==> src/rtl/multicycle_ctrl.sv <==
// multicycle_ctrl: control FSM for a multicycle MIPS-style datapath
// Ports:
//   clk, rst (sync, active-low)           clock and reset
//   run                                   1 = execute, 0 = park in IDLE at next instruction boundary
//   op, func                              opcode/function fields of the instruction register
//   zf, mem_ack                           ALU zero flag, memory completion
//   pc_we, ir_we, reg_we, pc_src          PC / IR / register-file enables, PC source select
//   reg_dst, alu_src_b, mem_to_reg        datapath muxes
//   alu_op                                ALU operation code
//   mem_req, mem_we, i_or_d               memory request, write strobe, address select
//   state, trap, retired                  current state, trap flag, retired-instruction count
module multicycle_ctrl #(
  parameter int MEM_TIMEOUT = 15
) (
  input  logic        clk,
  input  logic        rst,
  input  logic        run,
  input  logic [5:0]  op,
  input  logic [5:0]  func,
  input  logic        zf,
  input  logic        mem_ack,
  output logic        pc_we,
  output logic        ir_we,
  output logic        reg_we,
  output logic        pc_src,
  output logic        reg_dst,
  output logic        alu_src_b,
  output logic        mem_to_reg,
  output logic [2:0]  alu_op,
  output logic        mem_req,
  output logic        mem_we,
  output logic        i_or_d,
  output logic [2:0]  state,
  output logic        trap,
  output logic [15:0] retired
);
  localparam int CW = $clog2(MEM_TIMEOUT + 1);
  typedef enum logic [2:0] {
    IDLE   = 3'd0,
    FETCH  = 3'd1,
    DECODE = 3'd2,
    EXEC   = 3'd3,
    MEM    = 3'd4,
    WB     = 3'd5,
    TRAP   = 3'd7
  } st_t;
  st_t st, st_nxt, boundary;
  logic [CW-1:0] wait_cnt, wait_nxt;
  logic ok, retire, timeout, in_instr;
  logic is_r, is_lw, is_sw, is_beq;
  logic [2:0] code;
  assign is_r   = op == 6'h00;
  assign is_lw  = op == 6'h23;
  assign is_sw  = op == 6'h2B;
  assign is_beq = op == 6'h04;
  // code stays 0 for unsupported encodings, so alu_op is 0 on the way to TRAP
  always_comb begin
    ok = 1'b1;
    code = 3'd0;
    if (is_r)
      case (func)
        6'h24: code = 3'd0;
        6'h25: code = 3'd1;
        6'h26: code = 3'd2;
        6'h27: code = 3'd3;
        6'h20: code = 3'd4;
        6'h22: code = 3'd5;
        6'h2B: code = 3'd6;
        6'h04: code = 3'd7;
        default: ok = 1'b0;
      endcase
    else
      case (op)
        6'h08, 6'h23, 6'h2B: code = 3'd4;
        6'h0C: code = 3'd0;
        6'h0D: code = 3'd1;
        6'h0E: code = 3'd2;
        6'h04: code = 3'd5;
        default: ok = 1'b0;
      endcase
  end
  // the ack-less cycle that brings the count to MEM_TIMEOUT is the last one allowed
  assign timeout   = wait_cnt == CW'(MEM_TIMEOUT - 1);
  assign boundary  = run ? FETCH : IDLE;
  assign in_instr  = st inside {DECODE, EXEC, MEM, WB};
  assign alu_op    = in_instr ? code : 3'd0;
  assign alu_src_b = in_instr && ok && !is_r && !is_beq;
  assign state     = st;
  assign trap      = st == TRAP;
  always_comb begin
    st_nxt = st;
    pc_we = 1'b0;
    ir_we = 1'b0;
    reg_we = 1'b0;
    pc_src = 1'b0;
    reg_dst = 1'b0;
    mem_to_reg = 1'b0;
    mem_req = 1'b0;
    mem_we = 1'b0;
    i_or_d = 1'b0;
    retire = 1'b0;
    case (st)
      IDLE: st_nxt = run ? FETCH : IDLE;
      FETCH: begin
        mem_req = 1'b1;
        ir_we = mem_ack;
        pc_we = mem_ack;
        st_nxt = mem_ack ? DECODE : timeout ? TRAP : FETCH;
      end
      DECODE: st_nxt = ok ? EXEC : TRAP;
      EXEC: begin
        pc_we = is_beq & zf;
        pc_src = is_beq;
        retire = is_beq;
        st_nxt = is_beq ? boundary : (is_lw | is_sw) ? MEM : WB;
      end
      MEM: begin
        mem_req = 1'b1;
        i_or_d = 1'b1;
        mem_we = is_sw;
        retire = mem_ack & is_sw;
        st_nxt = mem_ack ? (is_sw ? boundary : WB) : timeout ? TRAP : MEM;
      end
      WB: begin
        reg_we = 1'b1;
        reg_dst = is_r;
        mem_to_reg = is_lw;
        retire = 1'b1;
        st_nxt = boundary;
      end
      TRAP: st_nxt = TRAP;
      default: st_nxt = IDLE;
    endcase
  end
  // counting only while staying in FETCH/MEM means every entry starts from zero
  assign wait_nxt = (st_nxt == st && (st == FETCH || st == MEM)) ? wait_cnt + CW'(1) : '0;
  always_ff @(posedge clk)
    if (!rst) begin
      st <= IDLE;
      wait_cnt <= '0;
      retired <= '0;
    end else begin
      st <= st_nxt;
      wait_cnt <= wait_nxt;
      retired <= retired + 16'(retire);
    end
endmodule

==> config.mk <==
export PLATFORM = sky130hd
export DESIGN_NAME = multicycle_ctrl
export DESIGN_NICKNAME = d
export VERILOG_FILES = /design/src/rtl/multicycle_ctrl.sv
export SDC_FILE = /design/constraint.sdc
export NUM_CORES = 1
export LEC_CHECK = 0
export BUFFER_PORTS_ARGS = -buffer_cell sky130_fd_sc_hd__clkbuf_2
export CELL_PAD_IN_SITES_DETAIL_PLACEMENT = 1
export CELL_PAD_IN_SITES_GLOBAL_PLACEMENT = 2
export CORE_MARGIN = 3
export CORE_UTILIZATION = 30
export CTS_BUF_LIST = sky130_fd_sc_hd__clkbuf_16
export DETAILED_ROUTE_END_ITERATION = 12
export GPL_ROUTABILITY_DRIVEN = 0
export HOLD_SLACK_MARGIN = 0.05
export PLACE_DENSITY = 0.94
export SYNTH_ARGS = -nofsm -noshare
export SYNTH_HDL_FRONTEND = slang
export SYNTH_SLANG_ARGS = --single-unit
==> constraint.sdc <==
create_clock -name clk -period 6.99 [get_ports clk]
set_clock_uncertainty 0.2 [all_clocks]
set_input_delay 1.0485 -clock clk [delete_from_list [all_inputs] [get_ports clk]]
set_output_delay 1.0485 -clock clk [all_outputs]
set_load 0.01 [all_outputs]
==> metrics <==
clk_lat worst skew=260 ps; DP Wirelength=3.31 mm; core area=4850 sq um; WP depth=5; Ports=50; Ys Warns=0; share of synthesized registers carrying an async set or reset=0; clock sink total=23; fill cell count=621; VDD IR max=0.0872 mV; CTS tree=done; Total GRT Usage=0.149; commonest non-fill, non-tap cell in the layout=clkbuf_2; setup TNS=0 ps; 1st-iter DRT viols=43; Layout Area Growth over Synthesis=23.2%; final worst path period share=0.533; number of flops mapped to enable cells by yosys=0; drt drc=0; root buffer cell=clkbuf_16; Worst Path Buf+Inv=2; Worst Setup Start Kind=primary input; met3 Usage GRT=0.0255; smallest hold slack=264 ps; first-pass GRT wire length=7.38 mm; setup violators final=0; status=finished clean; RSZ-0062 raised after global routing=no; distinct cell type count after synthesis=46; flops & latches, synth=23; fin area=1910 sq um; I/O Buffers=49; maximum clock insertion buffer count=2; Post-DP Area=1830 sq um; CTS Hold Bufs=0; via count=1665; Rows=25; GRT busiest layer=met2; CP Capture Type=primary output; met1 GRT Util=0.206; final WL=4.37 mm; initial cell density of the core=0.320; Max Cap Violations=0; Non-Filler Instances=311; Rel. slew slack=0.654; setup bufs post-CTS=0; most frequent CP cell=clkbuf_2; R2R depth=8; syn avg cell area=7.64 sq um; # nets final=267; pin count of the biggest net entering global routing=17; die width=77.9 um; Leakage=0.000766 uW; grt ovf=0; max-slew violation count=0; placed insts=307; Die Y=77.9 um; final hold vios=0; number of global-route vias before repair=1561; DR vias/cell=5.35; Crit path arrival time=2470 ps; antenna violations before repair=0; WHS Path Cells=1; Post-Syn Instances=203; routed len/inst=14.1 um; Final Critical Period=3720 ps; most common flop cell mapped by yosys=dfxtp_1; Worst Max-Slew Pin Slew=518 ps; post-CTS sizing=0; antenna cells=0; Crit Path Max Fanout=7; Die Area=6070 sq um; cell family with most CP delay=compound AO/OA/AOI/OAI gates; share of cells above drive strength 1=0.246; Critical Path Max Stage Delay=520 ps; post-route ant nets=0; Max Freq=0.269 GHz; # H-tree levels=1; Reg clk slew, reported paths=60 ps; most frequent cells in the layout=clkbuf_2 (49), nor2_1 (25), dfxtp_1 (23), nand3_1 (15), nand2_1 (12); Pwr Density=170 nW/um^2; CP Cell Sequence=clkbuf_2 > or4_1 > o32a_2 > a2111oi_2 > clkbuf_2; post-synthesis sequential area ratio=0.297; Num CTS Buffers=3; Hold Crit Class=reg2reg; critical path type=in2out; Post-Syn Area=1550 sq um; Worst path slowest cell=or4_1; met2 Resource Use GR=0.224; DR pass1 iterations=4; Worst Path Required=5740 ps; Post-Syn Nets=225
[power breakdown]
| group | total [uW] | switching (uW) | internal (uW) |
|---|---|---|---|
| sequential | 142 | 7.66 | 134 |
| combinational | 56.7 | 34.2 | 22.5 |
| clock | 126 | 48.5 | 77.1 |
| total | 324 | 90.4 | 234 |
[Yosys cell counts (2+ instances only)]
| cell | count | area [sq um] |
|---|---|---|
| nand3_1 | 15 | 75.1 |
| a21oi_1 | 10 | 50.1 |
| and2_1 | 2 | 12.5 |
| nand2_1 | 12 | 45.0 |
| nand3b_1 | 3 | 22.5 |
| a31oi_1 | 3 | 18.8 |
| inv_1 | 6 | 22.5 |
| ha_1 | 5 | 62.6 |
| o21ai_0 | 7 | 35.0 |
| o211a_1 | 2 | 20.0 |
| xor2_1 | 4 | 35.0 |
| dfxtp_1 | 23 | 460 |
| nor3_1 | 11 | 55.1 |
| or3_1 | 3 | 18.8 |
| nand4_1 | 5 | 31.3 |
| nand2b_1 | 4 | 25.0 |
| and3_1 | 4 | 25.0 |
| nor2_1 | 25 | 93.8 |
| buf_2 | 3 | 15.0 |
| o31ai_1 | 2 | 15.0 |
| o21a_1 | 2 | 15.0 |
| a21o_1 | 2 | 15.0 |
| clkbuf_1 | 9 | 33.8 |
| nor3b_1 | 2 | 15.0 |
| o31a_1 | 2 | 17.5 |
| xnor2_1 | 9 | 78.8 |
| nor4_1 | 8 | 50.1 |
| a21boi_0 | 2 | 15.0 |
[metrics by stage]
step / util / power, uW / setup slack (ps)
after floorplan: - / 180 / 3520
after global placement: 0.378 / 200 / 3280
after detailed placement: 0.378 / 201 / 3260
after CTS: 0.394 / 328 / 3260
after global routing: 0.394 / 343 / 3190
final: 0.394 / 324 / 3270
[flip-flops by register name, summed over array words and instances, names as in the netlist]
name and count:
retired 16, state 3, wait_cnt 4
[per-layer routing]
metal	routed length, um	vias up
met3	240	9
met4	94	0
met5	0	-
li1	-	829
met1	2110	776
met2	1930	51
[path summary, 6_finish.rpt]
check / to / slack, ps / from
worst max-delay path: alu_op[2] / 3270 / func[0]
worst min-delay path: wait_cnt[0]$_SDFF_PN0_ / 260 / wait_cnt[0]$_SDFF_PN0_
worst max register to register: retired[14]$_SDFF_PN0_ / 4420 / state[1]$_SDFF_PN0_
worst min register to register: wait_cnt[0]$_SDFF_PN0_ / 260 / wait_cnt[0]$_SDFF_PN0_
[cells by family (layout without fill, tap and decap cells)]
group | after synthesis | count (layout) | share of synthesized area
compound gates | 41 | 41 | 0.185
xor+xnor | 13 | 13 | 0.0734
simple gates | 103 | 103 | 0.358
buf+inv | 18 | 59 | 0.0460
fa+ha+maj | 5 | 5 | 0.0404
flops | 23 | 23 | 0.297
[cell type report]
cell class	instances	area (sq um)	area share
sequential	23	460	0.241
multi-input combinational	162	1020	0.533
inverter	6	22.5	0.0118
clock buffer	3	75.1	0.0393
clock inverter	1	5.00	0.00262
timing repair buffer	49	245	0.128
tap	67	83.8	0.0439
(Power assumes the default switching activity.)
